==> config.mk <==
export PLATFORM = sky130hd
export DESIGN_NAME = enemy_hit_tracker_flat
export DESIGN_NICKNAME = d
export VERILOG_FILES = /design/src/rtl/enemy_hit_tracker_if.sv /design/src/rtl/enemy_hit_tracker.sv /design/src/flat_wrapper.sv
export SDC_FILE = /design/constraint.sdc
export NUM_CORES = 1
export LEC_CHECK = 0
export CORE_UTILIZATION = 55
export CTS_BUF_LIST = sky130_fd_sc_hd__clkbuf_2 sky130_fd_sc_hd__clkbuf_4 sky130_fd_sc_hd__clkbuf_8
export DETAILED_ROUTE_END_ITERATION = 10
export HOLD_SLACK_MARGIN = 0.08
export PLACE_DENSITY = 0.95
export RECOVER_POWER = 50
export SLEW_MARGIN = 20
export SYNTH_ARGS = -nofsm -noshare
export SYNTH_HDL_FRONTEND = slang
export SYNTH_SLANG_ARGS = --single-unit
==> constraint.sdc <==
create_clock -name frame_clk -period 11.6 [get_ports frame_clk]
set_input_delay 2.9 -clock frame_clk [delete_from_list [all_inputs] [get_ports frame_clk]]
set_output_delay 2.9 -clock frame_clk [all_outputs]
set_load 0.02 [all_outputs]
==> src/rtl/enemy_hit_tracker_if.sv <==
// Bundles the bullet/enemy positions and the enemy status outputs of the hit tracker.
// The master modport drives the positions and shot flags; the slave modport reports the enemy status.
interface enemy_hit_tracker_if;
  logic       is_shot_1;
  logic       is_shot_2;
  logic [9:0] sprite12xr;
  logic [9:0] sprite12yr;
  logic [9:0] sprite13xr;
  logic [9:0] sprite13yr;
  logic [9:0] sprite1xr;
  logic [9:0] sprite1yr;
  logic       respawn;
  logic [3:0] enemy_health;
  logic       enemy_hit;
  logic       enemy_flash;
  logic       enemy_dead;
  logic       enemy_active;
  logic [7:0] kill_count;

  modport master (
    output is_shot_1, is_shot_2, sprite12xr, sprite12yr, sprite13xr, sprite13yr,
           sprite1xr, sprite1yr, respawn,
    input  enemy_health, enemy_hit, enemy_flash, enemy_dead, enemy_active, kill_count
  );

  modport slave (
    input  is_shot_1, is_shot_2, sprite12xr, sprite12yr, sprite13xr, sprite13yr,
           sprite1xr, sprite1yr, respawn,
    output enemy_health, enemy_hit, enemy_flash, enemy_dead, enemy_active, kill_count
  );
endinterface

==> src/rtl/enemy_hit_tracker.sv <==
// Per-frame bullet/enemy collision, damage, invincibility and death sequencing for one enemy.
// Each bullet hits at most once per shot; the shot must drop before it can hit again.
module enemy_hit_tracker #(
  parameter int BULLET_W     = 8,
  parameter int BULLET_H     = 8,
  parameter int ENEMY_W      = 32,
  parameter int ENEMY_H      = 32,
  parameter int MAX_HEALTH   = 10,
  parameter int DAMAGE       = 1,
  parameter int IFRAMES      = 8,
  parameter int DEATH_FRAMES = 30
) (
  input logic                 frame_clk,
  input logic                 Reset,
  enemy_hit_tracker_if.slave  bus
);

  typedef enum logic [1:0] {ALIVE, INVULN, DYING, DEAD} state_t;

  localparam int TMAX = (IFRAMES > DEATH_FRAMES) ? IFRAMES : DEATH_FRAMES;
  localparam int TW   = (TMAX > 4) ? $clog2(TMAX) : 2;

  localparam logic [TW-1:0] IFR_LAST   = TW'(IFRAMES - 1);
  localparam logic [TW-1:0] DEATH_LAST = TW'(DEATH_FRAMES - 1);
  localparam logic [10:0]   BW         = 11'(BULLET_W);
  localparam logic [10:0]   BH         = 11'(BULLET_H);
  localparam logic [10:0]   EW         = 11'(ENEMY_W);
  localparam logic [10:0]   EH         = 11'(ENEMY_H);
  localparam logic [3:0]    MAX_H      = 4'(MAX_HEALTH);
  localparam logic [7:0]    DAMAGE_8   = 8'(DAMAGE);

  state_t        state_q, state_d;
  logic [TW-1:0] timer_q, timer_d;
  logic [3:0]    health_q, health_d;
  logic          hit_q, hit_d;
  logic [7:0]    kill_q, kill_d;
  logic          spent1_q, spent1_d;
  logic          spent2_q, spent2_d;

  logic       active;
  logic       ov1, ov2, hit1, hit2;
  logic [1:0] n_hits;
  logic [7:0] dmg;
  logic [3:0] new_health;

  // Coordinates are widened to 11 bits so boxes near the right/bottom edge never wrap.
  function automatic logic overlap(input logic [9:0] bx, input logic [9:0] by,
                                   input logic [9:0] ex, input logic [9:0] ey);
    logic [10:0] bx11, by11, ex11, ey11;
    bx11 = {1'b0, bx};
    by11 = {1'b0, by};
    ex11 = {1'b0, ex};
    ey11 = {1'b0, ey};
    return (bx11 < ex11 + EW) && (bx11 + BW > ex11) &&
           (by11 < ey11 + EH) && (by11 + BH > ey11);
  endfunction

  always_comb begin
    active     = (state_q == ALIVE) || (state_q == INVULN);
    ov1        = overlap(bus.sprite12xr, bus.sprite12yr, bus.sprite1xr, bus.sprite1yr);
    ov2        = overlap(bus.sprite13xr, bus.sprite13yr, bus.sprite1xr, bus.sprite1yr);
    hit1       = bus.is_shot_1 && ov1 && !spent1_q && active;
    hit2       = bus.is_shot_2 && ov2 && !spent2_q && active;
    spent1_d   = bus.is_shot_1 ? (spent1_q | hit1) : 1'b0;
    spent2_d   = bus.is_shot_2 ? (spent2_q | hit2) : 1'b0;
    n_hits     = {1'b0, hit1} + {1'b0, hit2};
    dmg        = {6'd0, n_hits} * DAMAGE_8;
    new_health = ({4'd0, health_q} > dmg) ? (health_q - dmg[3:0]) : 4'd0;

    state_d  = state_q;
    timer_d  = timer_q;
    health_d = health_q;
    hit_d    = 1'b0;
    kill_d   = kill_q;

    case (state_q)
      ALIVE: begin
        if (dmg != 8'd0) begin
          hit_d    = 1'b1;
          health_d = new_health;
          if (new_health == 4'd0) begin
            state_d = DYING;
            timer_d = DEATH_LAST;
            kill_d  = (kill_q == 8'hFF) ? kill_q : kill_q + 8'd1;
          end else begin
            state_d = INVULN;
            timer_d = IFR_LAST;
          end
        end
      end
      INVULN: begin
        if (timer_q == '0) state_d = ALIVE;
        else               timer_d = timer_q - 1'b1;
      end
      DYING: begin
        if (timer_q == '0) state_d = DEAD;
        else               timer_d = timer_q - 1'b1;
      end
      DEAD: begin
        if (bus.respawn) begin
          state_d  = ALIVE;
          health_d = MAX_H;
          timer_d  = '0;
        end
      end
      default: state_d = ALIVE;
    endcase
  end

  always_ff @(posedge frame_clk) begin
    if (Reset) begin
      state_q  <= ALIVE;
      timer_q  <= '0;
      health_q <= MAX_H;
      hit_q    <= 1'b0;
      kill_q   <= 8'd0;
      spent1_q <= 1'b0;
      spent2_q <= 1'b0;
    end else begin
      state_q  <= state_d;
      timer_q  <= timer_d;
      health_q <= health_d;
      hit_q    <= hit_d;
      kill_q   <= kill_d;
      spent1_q <= spent1_d;
      spent2_q <= spent2_d;
    end
  end

  // Flash blinks slowly while invincible and quickly while dying.
  always_comb begin
    bus.enemy_flash = 1'b0;
    case (state_q)
      INVULN:  bus.enemy_flash = timer_q[1];
      DYING:   bus.enemy_flash = timer_q[0];
      default: bus.enemy_flash = 1'b0;
    endcase
  end

  assign bus.enemy_health = health_q;
  assign bus.enemy_hit    = hit_q;
  assign bus.enemy_dead   = (state_q == DEAD);
  assign bus.enemy_active = (state_q == ALIVE) || (state_q == INVULN);
  assign bus.kill_count   = kill_q;

endmodule

==> src/flat_wrapper.sv <==
// flat-port wrapper written by rule: the top's interface ports become plain ports
module enemy_hit_tracker_flat 
#(
  parameter int BULLET_W     = 8,
  parameter int BULLET_H     = 8,
  parameter int ENEMY_W      = 32,
  parameter int ENEMY_H      = 32,
  parameter int MAX_HEALTH   = 10,
  parameter int DAMAGE       = 1,
  parameter int IFRAMES      = 8,
  parameter int DEATH_FRAMES = 30
)
  (frame_clk, Reset, bus_is_shot_1, bus_is_shot_2, bus_sprite12xr, bus_sprite12yr, bus_sprite13xr, bus_sprite13yr, bus_sprite1xr, bus_sprite1yr, bus_respawn, bus_enemy_health, bus_enemy_hit, bus_enemy_flash, bus_enemy_dead, bus_enemy_active, bus_kill_count);
  enemy_hit_tracker_if bus_i ();
  input logic frame_clk;
  input logic Reset;
  input wire logic [$bits(bus_i.is_shot_1)-1:0] bus_is_shot_1;
  input wire logic [$bits(bus_i.is_shot_2)-1:0] bus_is_shot_2;
  input wire logic [$bits(bus_i.sprite12xr)-1:0] bus_sprite12xr;
  input wire logic [$bits(bus_i.sprite12yr)-1:0] bus_sprite12yr;
  input wire logic [$bits(bus_i.sprite13xr)-1:0] bus_sprite13xr;
  input wire logic [$bits(bus_i.sprite13yr)-1:0] bus_sprite13yr;
  input wire logic [$bits(bus_i.sprite1xr)-1:0] bus_sprite1xr;
  input wire logic [$bits(bus_i.sprite1yr)-1:0] bus_sprite1yr;
  input wire logic [$bits(bus_i.respawn)-1:0] bus_respawn;
  output wire logic [$bits(bus_i.enemy_health)-1:0] bus_enemy_health;
  output wire logic [$bits(bus_i.enemy_hit)-1:0] bus_enemy_hit;
  output wire logic [$bits(bus_i.enemy_flash)-1:0] bus_enemy_flash;
  output wire logic [$bits(bus_i.enemy_dead)-1:0] bus_enemy_dead;
  output wire logic [$bits(bus_i.enemy_active)-1:0] bus_enemy_active;
  output wire logic [$bits(bus_i.kill_count)-1:0] bus_kill_count;
  assign bus_i.is_shot_1 = bus_is_shot_1;
  assign bus_i.is_shot_2 = bus_is_shot_2;
  assign bus_i.sprite12xr = bus_sprite12xr;
  assign bus_i.sprite12yr = bus_sprite12yr;
  assign bus_i.sprite13xr = bus_sprite13xr;
  assign bus_i.sprite13yr = bus_sprite13yr;
  assign bus_i.sprite1xr = bus_sprite1xr;
  assign bus_i.sprite1yr = bus_sprite1yr;
  assign bus_i.respawn = bus_respawn;
  assign bus_enemy_health = bus_i.enemy_health;
  assign bus_enemy_hit = bus_i.enemy_hit;
  assign bus_enemy_flash = bus_i.enemy_flash;
  assign bus_enemy_dead = bus_i.enemy_dead;
  assign bus_enemy_active = bus_i.enemy_active;
  assign bus_kill_count = bus_i.kill_count;
  enemy_hit_tracker #(.BULLET_W(BULLET_W), .BULLET_H(BULLET_H), .ENEMY_W(ENEMY_W), .ENEMY_H(ENEMY_H), .MAX_HEALTH(MAX_HEALTH), .DAMAGE(DAMAGE), .IFRAMES(IFRAMES), .DEATH_FRAMES(DEATH_FRAMES)) u_core (.frame_clk(frame_clk), .Reset(Reset), .bus(bus_i));
endmodule
### Word level (Yosys, flattened, before mapping)

Index checks and enable logic that the tools add are counted.

| word-level totals | value |
|---|---|
| RAM bits | 0 |
| latch bits | 0 |
| bits in read-only memories | 0 |
| memories | 0 |
| flip-flop bits (word level) | 22 |

| operators by class | value |
|---|---|
| divide/modulo/power cells | 0 |
| multiply operators | 0 |
| order comparisons | 9 |
| equality and inequality tests | 9 |
| shift-type cells | 0 |
| $add $sub $neg | 10 |
| bitwise operators | 6 |
| muxes and demuxes | 17 |
| reduce and logical (&&, ||, !) cells | 28 |

Operators with widths:

| operator | count |
|---|---|
| adder 10 x 4 -> 11 bit (second input constant) | 4 |
| greater-than comparator 11 x 10 -> 1 bit | 4 |
| < comparator 10 x 11 -> 1 bit | 4 |
| adder 10 x 6 -> 11 bit (second input constant) | 2 |
| two-way mux 5 bit | 4 |
| case mux 5 bit (3 select lines) | 1 |
| logical AND 1 bit | 12 |
| two-way mux 4 bit | 3 |
| two-way mux 2 bit | 5 |
| adder 8 x 1 -> 8 bit (second input constant) | 1 |
| == test 8 bit (second input constant) | 1 |
| inequality test 2 bit (second input constant) | 4 |
| case mux 2 bit (4 select lines) | 1 |
| case mux 4 bit (2 select lines) | 1 |
| AND reduction 4 bit | 2 |
| OR reduction 2 bit | 4 |
| AND reduction 3 bit | 2 |
| logical NOT 5 bit | 1 |
| subtractor 5 x 1 -> 5 bit (second input constant) | 1 |
| == test 2 bit (second input constant) | 2 |
| greater-than comparator 4 x 2 -> 1 bit | 1 |
| logical NOT 4 bit | 1 |
| NOT 1 bit | 4 |
| subtractor 4 x 2 -> 4 bit | 1 |
| other kinds (11) | 13 |

### Depth between registers and ports, before layout

| logic depth | value |
|---|---|
| depth in word-level cells | 15 |
| mapped depth | 22 |
| depth with buffers taken out | 21 |

### Worst setup path after synthesis

Ideal clock, no wire load.

| timing | value |
|---|---|
| kind | input-to-reg |
| start | input port bus_sprite12xr[3] |
| end | register u_core.kill_q[5] (netlist: u_core.bus.kill_count[5]) |
| library setup time | 0.128 ns |
| arrival | 6.855 ns |
| slack | 4.618 ns |
| required time | 11.472 ns |
| stages | 22 |
| buffers on the path | 1 |
| cell sequence | ha_1 nand3_1 nor2_1 xor2_1 ha_1 nand3_1 nor3_1 nor3b_1 a2111oi_0 nand2_1 or2_2 ha_1 ha_1 inv_1 fa_1 and2b_2 o41ai_1 a221o_1 buf_6 nor4_2 xnor2_1 nor2_1 |

| on the way | value |
|---|---|
| word-level cells in the longest chain between the ends | 13 |
| elaborated cells on any way between the ends | 16 |
| those cells by class | 3 x add/sub; 3 x order compare; 1 x mux; 9 x reduce/logical |

Ends and longest elaborated chain:

| element | RTL line | RTL |
|---|---|---|
| start, declared | flat_wrapper.sv:19 | `input wire logic [$bits(bus_i.sprite12xr)-1:0] bus_sprite12xr;` |
| adder 10 x 4 -> 11 bit | enemy_hit_tracker.sv:54 | `return (bx11 < ex11 + EW) && (bx11 + BW > ex11) &&` |
| greater-than comparator 11 x 10 -> 1 bit | enemy_hit_tracker.sv:54 |  |
| logical AND 1 bit * (2 in a row) | enemy_hit_tracker.sv:54 |  |
| logical AND 1 bit * | enemy_hit_tracker.sv:55 | `(by11 < ey11 + EH) && (by11 + BH > ey11);` |
| logical AND 1 bit * (3 in a row) | enemy_hit_tracker.sv:62 | `hit1 = bus.is_shot_1 && ov1 && !spent1_q && active;` |
| adder 1 x 1 -> 2 bit * | enemy_hit_tracker.sv:66 | `n_hits = {1'b0, hit1} + {1'b0, hit2};` |
| subtractor 4 x 2 -> 4 bit or greater-than comparator 4 x 2 -> 1 bit (tied branches) | enemy_hit_tracker.sv:68 | `new_health = ({4'd0, health_q} > dmg) ? (health_q - dmg[3:0]) : 4'd0;` |
| two-way mux 4 bit | enemy_hit_tracker.sv:68 |  |
| logical NOT 4 bit | enemy_hit_tracker.sv:81 | `if (new_health == 4'd0) begin` |
| AND reduction 4 bit (no line) * | n/a |  |
| end signal, assigned | enemy_hit_tracker.sv:124 | `kill_q <= kill_d;` |
| end, declared | enemy_hit_tracker.sv:36 | `logic [7:0] kill_q, kill_d;` |

Every way passes the cells marked *; elsewhere a longest branch is shown, timed or not.
A chain may end at the register's enable or synchronous reset.

### Worst setup path after layout

| timing | value |
|---|---|
| start | input port bus_sprite1yr[5] |
| end | register u_core.state_q[0] |

| on the way | value |
|---|---|
| word-level cells in the longest chain between the ends | 14 |
| elaborated cells on any way between the ends | 26 |
| those cells by class | 3 x add/sub; 5 x order compare; 1 x eq/ne; 4 x mux; 13 x reduce/logical |

Ends and longest elaborated chain:

| element | RTL line | RTL |
|---|---|---|
| start, declared | flat_wrapper.sv:24 | `input wire logic [$bits(bus_i.sprite1yr)-1:0] bus_sprite1yr;` |
| adder 10 x 6 -> 11 bit | enemy_hit_tracker.sv:55 |  |
| < comparator 10 x 11 -> 1 bit | enemy_hit_tracker.sv:55 |  |
| logical AND 1 bit | enemy_hit_tracker.sv:54 |  |
| logical AND 1 bit | enemy_hit_tracker.sv:55 |  |
| logical AND 1 bit, on equally long branches (3 in a row) | enemy_hit_tracker.sv:62, enemy_hit_tracker.sv:63 |  |
| adder 1 x 1 -> 2 bit * | enemy_hit_tracker.sv:66 |  |
| subtractor 4 x 2 -> 4 bit or greater-than comparator 4 x 2 -> 1 bit (tied branches) | enemy_hit_tracker.sv:68 |  |
| two-way mux 4 bit | enemy_hit_tracker.sv:68 |  |
| logical NOT 4 bit | enemy_hit_tracker.sv:81 |  |
| two-way mux 2 bit | enemy_hit_tracker.sv:81 |  |
| two-way mux 2 bit | enemy_hit_tracker.sv:78 | `if (dmg != 8'd0) begin` |
| case mux 2 bit (4 select lines) | enemy_hit_tracker.sv:76 | `case (state_q)` |
| end signal, assigned | enemy_hit_tracker.sv:120 | `state_q <= state_d;` |
| end, declared | enemy_hit_tracker.sv:32 | `state_t state_q, state_d;` |

Every way passes the cells marked *; elsewhere a longest branch is shown, timed or not. The select of a mux whose other input is x is not followed.

==> Implementation_results.wiki <==
{| class="wikitable"
! Metric !! Value
|-
| Vias per cell || 6.133
|-
| Clock buffers created by TritonCTS || 3
|-
| Pre-CTS WS || 3.361 ns
|-
| TritonCTS Sinks || 22
|-
| Leakage power summed over all cells || 1.987 nW
|-
| Post-CTS repair timing setup buffer count || 0
|-
| Commonest cells after routing, fill and taps aside || ha_1, clkdlybuf4s50_1, inv_1
|-
| Critical path's slowest cell || dlygate4sd3_1
|-
| Number of enable-type register cells in the synthesized netlist || 0
|-
| Global-route congestion overflow total || 0
|-
| Area overhead of the layout relative to synthesis || 26.88%
|-
| Power density relative to cell area || 91.56 nW/µm²
|-
| First-pass detailed-route iteration total || 5
|-
| Classification of the worst-slack hold path || register to register
|-
| Number of nets produced by synthesis || 584
|-
| Global placer's final weighted congestion || 0.9503
|-
| FP Rows || 28
|-
| Buffer depth of the longest clock path || 2
|-
| Crit path top cell by count || ha_1
|-
| Slowest Stage Delay on Critical Path || 0.64 ns
|-
| Minimum clock period after layout || 8.114 ns
|-
| Count of final hold-check violations || 0
|-
| Post-synthesis adder-cell area fraction || 31.41%
|-
| Tot Pwr || 0.4007 mW
|-
| Number of synthesis warnings || 0
|-
| Final period utilization || 69.94%
|-
| Later-pin clock latency in the skew report || 0.27 ns
|-
| # Max-Cap Violations || 0
|-
| Dominant combinational cell family by area after synthesis || adder cells
|-
| Status || finished clean
|-
| Commonest non-fill, non-tap cell in the layout || ha_1
|-
| Cell depth of the worst min-delay path || 2
|-
| Wire length after detailed routing || 9184 µm
|-
| Slew Limit Fails || 0
|-
| TritonCTS clock tree || built
|-
| Post-cts gate resize count || 0
|-
| Vertical die dimension || 81.20 µm
|-
| Post-synthesis average cell area || 7.967 µm²
|-
| Final-layout fill cell count || 448
|-
| Width of the die || 81.20 µm
|-
| Number of failing setup endpoints in the final timing report || 0
|-
| Maximum number of pins on one net before global-route repair || 23
|-
| Launch point of the critical path || bus_sprite1yr[5]
|-
| Average wire per cell in the routed design || 15.62 µm
|-
| Synth Cell Area || 3450 µm²
|-
| Number of global-route vias before repair || 3626
|-
| Number of instances in the synthesized netlist || 433
|-
| Setup slack after layout || 3.486 ns
|-
| Number of distinct library cells after synthesis || 55
|-
| Share of synthesized cell area in and, or, nand and nor gates || 22.45%
|-
| Flip-flop cell with the highest count after synthesis || dfxtp_1
|-
| Share of layout cells above drive strength 1 || 3.314%
|-
| Area of the core || 5991 µm²
|-
| Total cell area at the placement stage || 4322 µm²
|-
| Global Route Usage Sum || 29.24%
|-
| Setup repair after global routing missed its margin || no
|-
| Share of synthesized area spent on multiplexers || 0%
|-
| Kind of end point of the critical path || register
|-
| Worst Setup Start Kind || input pin
|-
| Number of buffers and inverters on the critical path || 2
|-
| Highest attainable clock frequency || 0.1233 GHz
|-
| Register Area || 440.4 µm²
|-
| Peak supply drop || 0.1171 mV
|-
| Critical R2R Launch || u_core.state_q[1]
|-
| Initial antenna violation count || 0
|-
| Total number of vias || 3606
|-
| Reg2reg path depth || 18
|-
| TNS Setup || 0 ns
|-
| Ant diodes || 0
|-
| Part of the Yosys area used for sequential elements || 12.77%
|-
| Worst path depth || 21
|-
| Worst rel slew slack || 43.55%
|-
| Critical path required time || 11.79 ns
|-
| Layout net count || 665
|-
| Worst EP arrival || 8.30 ns
|-
| Worst-case clock skew || 0.001564 ns
|-
| Final HPWL from detailed placement || 7767 µm
|-
| Final cell utilization of the core || 73.06%
|-
| Register clock-pin slew on the reported worst setup and hold paths || 0.08 ns
|-
| Top Family by Delay on Critical Path || simple AND/OR/NAND/NOR gates
|-
| Post-Synth XOR/XNOR Area || 8.379%
|-
| Cell-by-cell trace of the critical path || dlygate4sd3_1 -> ha_1 -> nand3_1 -> xnor2_1 -> ha_1 -> and4_1 -> o21ai_0 -> nor2_1 -> o41ai_1 -> o311ai_0 -> or2_2 -> ha_1 -> ha_1 -> inv_1 -> fa_1 -> and2b_2 -> o41ai_1 -> a221o_1 -> nor2_1 -> or3_1 -> a21oi_1
|-
| Fraction of synthesis flops using an asynchronous set or reset pin || 0%
|-
| Maximum level of the CTS H-tree || 1
|-
| CTS root buffer || clkbuf_8
|-
| Effective utilization at floorplan || 57.58%
|-
| Count of buffers inserted at the top-level ports || 80
|-
| Footprint of the multi-input gates || 2799 µm²
|-
| Number of design-rule violations left by the first detailed-router iteration || 144
|-
| Top-level I/O count || 81
|-
| Hold Crit Start || u_core.spent2_q
|-
| Max FO, Critical Path || 10
|-
| Post-synthesis compound-gate area fraction || 18.90%
|-
| Total of hold buffers inserted after clock tree synthesis || 0
|-
| Antenna viol nets, final || 0
|-
| Global-route wire length before repair || 15260 µm
|-
| Final routed DRC violation total || 0
|-
| Non-Filler Cell Area, Final || 4377 µm²
|-
| Worst-margin pin slew || 0.8442 ns
|-
| CP Class || input pin to register
|-
| Area enclosed by the die boundary || 6593 µm²
|-
| FF+latch count, synth || 22
|}
worst register-to-register path, stage by stage (launching register included):
cell       delay (ns)
dfxtp_1          0.34
inv_1            0.10
ha_1             0.31
nor2_1           0.10
nor3b_1          0.19
o41ai_1          0.10
a2111oi_0        0.50
nand2_1          0.13
or2_2            0.30
ha_1             0.28
ha_1             0.17
inv_1            0.06
fa_1             0.49
and2b_2          0.22
o41ai_1          0.06
a221o_1          0.53
nor2_1           0.17
or3_1            0.41
a21oi_1          0.15
final timing paths:
path,endpoint,slack (ns)
worst min register to register,u_core.spent2_q,0.48
worst max-delay path,u_core.state_q[0],3.49
worst min-delay path,u_core.spent2_q,0.48
worst max register to register,u_core.state_q[0],6.92
metal layers:
metal | GRT usage, % | up-vias | wire length, µm
met2 | 55.63 | 148 | 4839
met4 | 11.25 | 0 | 136
met5 | 0 | - | 0
li1 | - | 1741 | -
met3 | 2.135 | 17 | 458
met1 | 33.42 | 1700 | 3750
through the flow:
step	cells	hold WS, ns
after detailed placement	584	0.4621
final	588	0.4807
after global placement	584	0.4400
after CTS	588	0.4741
after floorplan	433	0.4260
after global routing	588	0.5076
cells in the mapped netlist, drive strengths merged, types with 3 or more instances:
cell type,number,area (µm²)
xor2,10,87.58
clkbuf,3,11.26
inv,50,187.7
and3,4,25.02
o21bai,4,30.03
nor3,5,25.02
o2111ai,3,26.28
nand4,9,56.30
o41ai,4,35.03
nand3,28,140.1
nand2,19,71.32
nor3b,5,37.54
a21oi,24,120.1
a211oi,14,105.1
ha,85,1064
o21ai,18,90.08
and4,3,26.28
a21o,10,76.32
nor2,39,148.9
a22oi,4,30.03
nor2b,7,46.30
xnor2,23,201.4
dfxtp,22,440.4
nor4,7,80.07
where the power goes:
group | leakage [nW] | switching (mW) | total [mW] | internal, mW
registers | 0.178 | 0.0114 | 0.0969 | 0.0854
logic | 1.78 | 0.138 | 0.247 | 0.109
clock network | 0.0288 | 0.0263 | 0.0566 | 0.0303
total | 1.99 | 0.176 | 0.401 | 0.225
kinds of logic after synthesis:
family                   after synthesis
AND/OR/NAND/NOR                      141
buffers and inverters                 54
flip-flops                            22
XOR/XNOR                              33
adder cells (fa/ha/maj)               86
AO/OA/AOI/OAI                         97
state kept, by name, summed over array words and instances (netlist names):
name	flops
u_core.bus.enemy_hit	1
u_core.bus.kill_count	8
u_core.state_q	2
u_core.spent2_q	1
u_core.spent1_q	1
u_core.timer_q	5
u_core.bus.enemy_health	4
area by class of cell:
class,instances,share of cell area (%)
Timing Repair Buffer,80,18.30
Inverter,50,4.288
Tap cell,75,2.144
Clock buffer,4,1.258
Multi-Input combinational cell,357,63.95
Sequential cell,22,10.06
(Power assumes the default switching activity.)
